<file path="config.mk">
export PLATFORM = sky130hd
export DESIGN_NAME = keypad_scan_flat
export DESIGN_NICKNAME = d
export VERILOG_FILES = /design/src/rtl/keypad_scan_if.sv /design/src/rtl/keypad_scan.sv /design/src/flat_wrapper.sv
export SDC_FILE = /design/constraint.sdc
export NUM_CORES = 1
export LEC_CHECK = 0
export BUFFER_PORTS_ARGS = -buffer_cell sky130_fd_sc_hd__buf_2
export CORE_UTILIZATION = 65
export DETAILED_ROUTE_END_ITERATION = 7
export HOLD_SLACK_MARGIN = 0.03
export PLACE_DENSITY = 0.89
export SYNTH_ARGS = -nofsm -noshare
export SYNTH_HDL_FRONTEND = slang
export SYNTH_SLANG_ARGS = --single-unit
</file>
<file path="constraint.sdc">
create_clock -name clk -period 14.6 [get_ports clk]
set_input_delay 0.73 -clock clk [delete_from_list [all_inputs] [get_ports clk]]
set_output_delay 0.73 -clock clk [all_outputs]
set_load 0.03 [all_outputs]
</file>
<file path="src/rtl/keypad_scan_if.sv">
// Pmod KYPD pin bundle plus the debounced key report seen by control logic.
interface keypad_scan_if;
  logic [3:0] col;
  logic [3:0] row;
  logic [3:0] key;
  logic       key_valid;
  logic       key_down;
  logic       multi;

  modport master (output col, key, key_valid, key_down, multi, input row);
  modport slave  (input col, key, key_valid, key_down, multi, output row);
endinterface

</file>
<file path="src/rtl/keypad_scan.sv">
// 4x4 matrix keypad scanner: one active-low column per slot, whole-frame
// debounce, and a single-cycle strobe whenever a new single key is accepted.
module keypad_scan #(
  parameter int NUMSVAR  = 16,
  parameter int DEBOUNCE = 4
) (
  input logic           clk,
  input logic           reset,
  keypad_scan_if.master kp
);
  localparam int         SW = NUMSVAR + 2;
  localparam logic [3:0] DB = 4'(DEBOUNCE);

  logic [SW-1:0] s_q;
  logic [3:0]    sync1_q, sync2_q, rs;
  logic [15:0]   snap_q, snap_d, prev_q, acc_q, frame;
  logic [3:0]    cnt_q, cnt_d, key_q, key_d;
  logic          kv_q, kv_d, kd_q, kd_d, multi_q, multi_d;
  logic [1:0]    ci;
  logic          sample, commit, accept;
  logic [4:0]    ones;
  logic [3:0]    idx;

  assign ci     = s_q[SW-1:NUMSVAR];
  assign sample = &s_q[NUMSVAR-1:0];
  assign commit = sample && (ci == 2'd3);
  assign rs     = ~sync2_q;
  assign kp.col = ~(4'b0001 << ci);

  always_comb begin
    snap_d = snap_q;
    if (sample)
      for (int r = 0; r < 4; r++) snap_d[{2'(r), ci}] = rs[r];
    // At the commit slot snap_d already carries the live column-3 rows.
    frame = snap_d;

    cnt_d = cnt_q;
    if (commit) begin
      if (frame != prev_q)  cnt_d = '0;
      else if (cnt_q != DB) cnt_d = cnt_q + 4'd1;
    end
    // Once cnt sits at DB, prev already equals acc, so this fires only on a
    // fresh arrival at DB (or every equal frame when DB is 1).
    accept = commit && (cnt_d == DB) && (frame != acc_q);

    ones = '0;
    idx  = '0;
    for (int i = 0; i < 16; i++)
      if (frame[i]) begin
        ones = ones + 5'd1;
        idx  = 4'(i);
      end

    key_d   = key_q;
    kd_d    = kd_q;
    multi_d = multi_q;
    kv_d    = 1'b0;
    if (accept) begin
      kd_d    = |frame;
      multi_d = (ones >= 5'd2);
      if (ones == 5'd1) begin
        key_d = idx;
        kv_d  = 1'b1;
      end
    end
  end

  always_ff @(posedge clk) begin
    if (reset) begin
      s_q     <= '0;
      sync1_q <= '0;
      sync2_q <= '0;
      snap_q  <= '0;
      prev_q  <= '0;
      acc_q   <= '0;
      cnt_q   <= '0;
      key_q   <= '0;
      kv_q    <= 1'b0;
      kd_q    <= 1'b0;
      multi_q <= 1'b0;
    end else begin
      s_q     <= s_q + SW'(1);
      sync1_q <= kp.row;
      sync2_q <= sync1_q;
      snap_q  <= snap_d;
      cnt_q   <= cnt_d;
      if (commit) prev_q <= frame;
      if (accept) acc_q  <= frame;
      key_q   <= key_d;
      kv_q    <= kv_d;
      kd_q    <= kd_d;
      multi_q <= multi_d;
    end
  end

  assign kp.key       = key_q;
  assign kp.key_valid = kv_q;
  assign kp.key_down  = kd_q;
  assign kp.multi     = multi_q;
endmodule

</file>
<file path="src/flat_wrapper.sv">
// flat-port wrapper written by rule: the top's interface ports become plain ports
module keypad_scan_flat 
#(
  parameter int NUMSVAR  = 16,
  parameter int DEBOUNCE = 4
)
  (clk, reset, kp_col, kp_key, kp_key_valid, kp_key_down, kp_multi, kp_row);
  keypad_scan_if kp_i ();
  input logic clk;
  input logic reset;
  output wire logic [$bits(kp_i.col)-1:0] kp_col;
  output wire logic [$bits(kp_i.key)-1:0] kp_key;
  output wire logic [$bits(kp_i.key_valid)-1:0] kp_key_valid;
  output wire logic [$bits(kp_i.key_down)-1:0] kp_key_down;
  output wire logic [$bits(kp_i.multi)-1:0] kp_multi;
  input wire logic [$bits(kp_i.row)-1:0] kp_row;
  assign kp_col = kp_i.col;
  assign kp_key = kp_i.key;
  assign kp_key_valid = kp_i.key_valid;
  assign kp_key_down = kp_i.key_down;
  assign kp_multi = kp_i.multi;
  assign kp_i.row = kp_row;
  keypad_scan #(.NUMSVAR(NUMSVAR), .DEBOUNCE(DEBOUNCE)) u_core (.clk(clk), .reset(reset), .kp(kp_i));
endmodule
</file>
# Word-level counts from Yosys, hierarchy flattened
# Index checks and enable logic that the tools add are counted.
# op_classes
n_addsub	17
muxes	48
eq_ne	6
reduce_logical	11
order_cmp	9
shifts	1
bitwise	3
# ops
operator	count
5-bit two-way mux	15
5-bit by 1-bit adder with 5-bit output (second input constant)	14
16-bit bitwise mux	4
4-bit two-way mux	11
16-bit != test	2
18-bit by 1-bit adder with 18-bit output (second input constant)	1
16-bit two-way mux	1
16-bit AND reduction	1
16-bit OR reduction	1
3-bit two-way mux	4
4-bit by 5-bit less-than comparator with 1-bit output (second input constant)	2
1-bit demux with 2-bit select	4
4-bit by 1-bit >= comparator with 1-bit output (second input constant)	2
4-bit NOT	2
1-bit logical AND	7
1-bit two-way mux	7
5-bit by 1-bit equality test with 1-bit output (second input constant)	1
5-bit by 2-bit >= comparator with 1-bit output (second input constant)	1
2-bit by 5-bit less-than comparator with 1-bit output (second input constant)	1
3-bit by 5-bit less-than comparator with 1-bit output (second input constant)	1
4-bit by 1-bit adder with 4-bit output (second input constant)	1
4-bit by 3-bit equality test with 1-bit output (second input constant)	1
2-bit two-way mux	2
4-bit by 3-bit != test with 1-bit output (second input constant)	1
other kinds (8)	8
# word_totals
ff_bits	85
elab_cells	106
output_inout_bits	11

# Depth between registers and ports, before layout
# logic_depth
ltp_word	42
mapped_depth	51
depth_no_buf	48

# Worst setup path after synthesis
# Ideal clock, no wire load.
# synth_timing
path_type	register to register
start	register u_core.s_q[0]
end	register u_core.key_q[0] (netlist: u_core.kp.key[0])
n_path_buf	3
synth_period_minus_slack_ns	9.821
path_slack_ns	4.779
stages_incl_launch_ff	50
arrival_time_ns	9.699
setup_ns	0.122
cell_sequence	dfxtp_1 ha_1 nand4_1 or4_1 buf_2 clkbuf_1 or2_2 clkbuf_1 a21oi_1 inv_1 ha_1 and2_1 o211ai_1 nand2_1 ha_1 a21boi_0 a211oi_1 nor2_1 (+14 left out) ha_1 o22ai_1 nor2_1 xnor2_1 o21ai_0 ha_1 nand3_1 o211ai_1 ha_1 o22a_1 ha_1 nand2_1 a21oi_1 a21o_1 nand3b_1 mux2_2 and2_4 o311a_1
# synth_via
elab_chain_cells	35
word_cells_on_any_way	58
classes_between	add/sub: 15; eq/ne: 4; mux: 34; reduce/logical: 5
# synth_rtl
element	line_no	source
from (decl)	keypad_scan.sv:14	logic [SW-1:0] s_q;
from (signal assigned)	keypad_scan.sv:82	s_q <= s_q + SW'(1);
16-bit AND reduction (*)	keypad_scan.sv:25	assign sample = &s_q[NUMSVAR-1:0];
16-bit two-way mux	keypad_scan.sv:32	if (sample)
1-bit two-way mux	keypad_scan.sv:49	if (frame[i]) begin
1-bit by 1-bit adder with 2-bit output	keypad_scan.sv:50	ones = ones + 5'd1;
5-bit two-way mux	keypad_scan.sv:49	
5-bit by 1-bit adder with 5-bit output	keypad_scan.sv:50	
5-bit two-way mux	keypad_scan.sv:49	
5-bit by 1-bit adder with 5-bit output	keypad_scan.sv:50	
(+19 left out)	--	
5-bit by 1-bit adder with 5-bit output	keypad_scan.sv:50	
5-bit two-way mux	keypad_scan.sv:49	
5-bit by 1-bit adder with 5-bit output	keypad_scan.sv:50	
5-bit two-way mux	keypad_scan.sv:49	
5-bit by 1-bit adder with 5-bit output	keypad_scan.sv:50	
5-bit two-way mux	keypad_scan.sv:49	
5-bit by 1-bit equality test with 1-bit output	keypad_scan.sv:61	if (ones == 5'd1) begin
2-bit AND reduction (no line)	--	
to (signal assigned)	keypad_scan.sv:89	key_q <= key_d;
to (decl)	keypad_scan.sv:17	logic [3:0] cnt_q, cnt_d, key_q, key_d;
# Every way passes the cells marked *; elsewhere a longest branch is shown, timed or not.
# A chain may end at the register's enable or synchronous reset.

# Worst setup path in the final report
# layout_timing
start	register u_core.s_q[0]
end	register u_core.key_q[1] (netlist: u_core.kp.key[1])
# The elaborated chain is that of the path after synthesis.

==> run metrics <==
status=finished clean; maximum number of pins on one net before global-route repair=87; dpl hpwl=between 10000 and 15000 um; Post-synth ARST share=0%; Hold WC Path Type=flop to flop; residual DRC count=0; worst-margin pin slew=1000 ps; drt via density=6.40; highest routed layer=met4; Syn Inst Count=about 730; Mapped Area=about 5800 sq um; layout cell share with drive strength beyond 1=under 10%; vias in the first global route=4986; routed len/inst=16.8 um; Crit. End Element=flop; DRT iter0 DRCs=between 500 and 600; antenna violations before repair=0; hold path start=u_core.sync1_q[2]; Die H=96.6 um; CP Max Fanout=19; max incr delay on CP=830 ps; Finish-stage setup viols=0; clock latency on the worst-skew pair=360 ps; met2 wire length=6580 um; Leak=around 2.4 nW; Yosys Warn Count=0; Yosys top cell by area=dfxtp_1; via count=5354; max-slew violation count=0; Cells on Worst Hold Path=1; syn nets=752; # hold bufs at CTS=0; setup TNS=0 ps; synth top area cells=dfxtp_1 29%, xnor2_1 10%, nor2_1 6.4%, nand2_1 4.1%, ha_1 3.7%; R2R Setup Slk=between 3000 and 4000 ps; Worst VDD drop=0.0000924 V; top-count cell post-synth=nor2_1; Hold Path Sink=u_core.sync2_q[2]; r2r worst-path depth=46; slew margin rel.=32.8%; WL met1=~5800 um; Post-Syn Area per Cell=7.98 sq um; Reg-to-Reg End=u_core.kp.key[1]; layout net count=about 750; Routed WL=14000 um; EDFF count, synth=0; register area=1700 sq um; H-tree depth=3; Worst R2R Start=u_core.s_q[0]; Final Skew=8.71 ps; slowest CP cell=or4_1; Required @ worst endpoint=14810 ps; area of the multi-input gates=3900 sq um; met3 WL post-DR=about 1100 um; share of the synthesized area in the top cell type=29.2%; CTS Buf Count=9; Core ar.=slightly below 9000 sq um; worst endpoint data arrival time=11610 ps; Yosys reg bits=85; Sink Count=85; n_diodes=0; root buf cell=clkbuf_8; CP dominant cell by count=ha_1; clock slew at reported path FFs=90 ps; GRT Total Usage=30.6%; RSZ-0062 raised after global routing=no; power density cells=about 67 nW/um^2; site row count=34; antenna viol nets, final=0; gp weighted congestion=0.929; fill count=678; Fin. Hold Viols=0; Setup CP Type=flop to flop; Clock Path Buffers=2; Synth Flop Type=dfxtp_1; die area=9340 sq um; Die Width=96.6 um; max-cap violations=0; register area share after synthesis=29.2%; Tcrit/Tclk final=78.1%; TritonRoute pass-1 iters=5; Initial Util=67.1%; Post-CTS Setup Bufs=0; IO Count=17; grt ovf=0; CTS tree=built; Synth top cells by count=99 x nor2_1, 85 x dfxtp_1, 68 x xnor2_1; Synth-to-Final Area Change=5.22%; f_max=87.7 MHz; crit path launch type=flop; Yosys cell types=77; post-layout min period=roughly 11000 ps; crit path from=u_core.s_q[0]; I/O Buffers=16; worst hold margin=~450 ps; cts repair resizes=0; global-route wire length before repair=about 23000 um
## sequential cells by signal (all words and copies together) (netlist names)
register	flops
u_core.sync1_q	4
u_core.acc_q	16
u_core.prev_q	16
u_core.s_q	18
u_core.kp.key_down	1
u_core.kp.key_valid	1
u_core.snap_q	16
u_core.kp.key	4
u_core.sync2_q	4
u_core.kp.multi	1
u_core.cnt_q	4
## worst max path at each step
| stage | slack (ps) | to | cells past startpoint |
|---|---|---|---|
| 5_1_grt | 2400 | u_core.kp.key[1] | 46 |
| 3_5_place_dp | 3410 | u_core.kp.key[1] | 46 |
| 2_1_floorplan | 4780 | u_core.kp.key[0] | 49 |
| 3_3_place_gp | 3920 | u_core.kp.key[1] | 46 |
| 6_report | 3200 | u_core.kp.key[1] | 46 |
| 4_1_cts | 3380 | u_core.kp.key[1] | 46 |
## cell families after synthesis
| family | after synthesis | synth area share (%) |
|---|---|---|
| AO/OA/AOI/OAI | 151 | 17.1 |
| XOR/XNOR | 102 | 17.8 |
| adder cells (fa/ha/maj) | 18 | 3.83 |
| buffers and inverters | 57 | 3.80 |
| flip-flops | 85 | 29.2 |
| multiplexers | 20 | 3.48 |
| AND/OR/NAND/NOR | 296 | 24.7 |
## cell usage in the layout, fill, tap and decap left out, drive strengths merged, types with 5 or more instances in the layout
cell type   n
mux2i      18
o21ai      35
xnor3       6
a211oi     17
xor2       24
dfxtp      85
nor4       14
or3         8
nor3       29
or2         6
ha         17
nor2       99
nand2      63
clkbuf     10
inv        20
a21o        6
nand4       7
a21oi      38
buf        21
o22ai       5
and2        6
a31oi       6
o21a       10
nand3      25
xnor2      72
nor2b      17
## through the flow
stage / util [%] / setup WS [ps] / instances / power [W] / instance area (sq um)
after floorplan: - / 4780 / 729 / 0.000245 / 5820
after global placement: 68.3 / 3920 / 820 / 0.000247 / 5930
after detailed placement: 68.3 / 3410 / 820 / 0.000248 / 5930
after CTS: 70.6 / 3380 / 836 / 0.000413 / 6120
after global routing: 70.6 / 2400 / 836 / 0.000426 / 6120
final: 70.6 / 3200 / 836 / 0.000412 / 6120
## report_power, final
part,switching [W],internal (W)
registers,0.00000188,0.000233
logic,0.00000453,0.00000234
clock network,0.0000895,0.0000807
## layer usage
metal	up-vias	GRT usage, %
met4	0	14.4
met2	269	49.9
met5	-	0
li1	2544	-
met1	2483	40.0
met3	58	4.34
## cell type report
| cell class | count | area share [%] |
|---|---|---|
| multi-input combinational | 587 | 63.7 |
| sequential | 85 | 27.8 |
| tap | 108 | 2.21 |
| clock buffer | 10 | 2.08 |
| timing repair buffer | 21 | 1.92 |
| inverter | 19 | 1.16 |
| clock inverter | 6 | 1.12 |
## critical path: cells and delay by family, from the launching register on
kind | cells | cell delay [ps]
buffers and inverters | 1 | 230
AO/OA/AOI/OAI | 16 | 3630
flip-flops | 1 | 350
AND/OR/NAND/NOR | 13 | 2850
adder cells (fa/ha/maj) | 9 | 2790
XOR/XNOR | 4 | 820
multiplexers | 3 | 580
(Power assumes the default switching activity.)
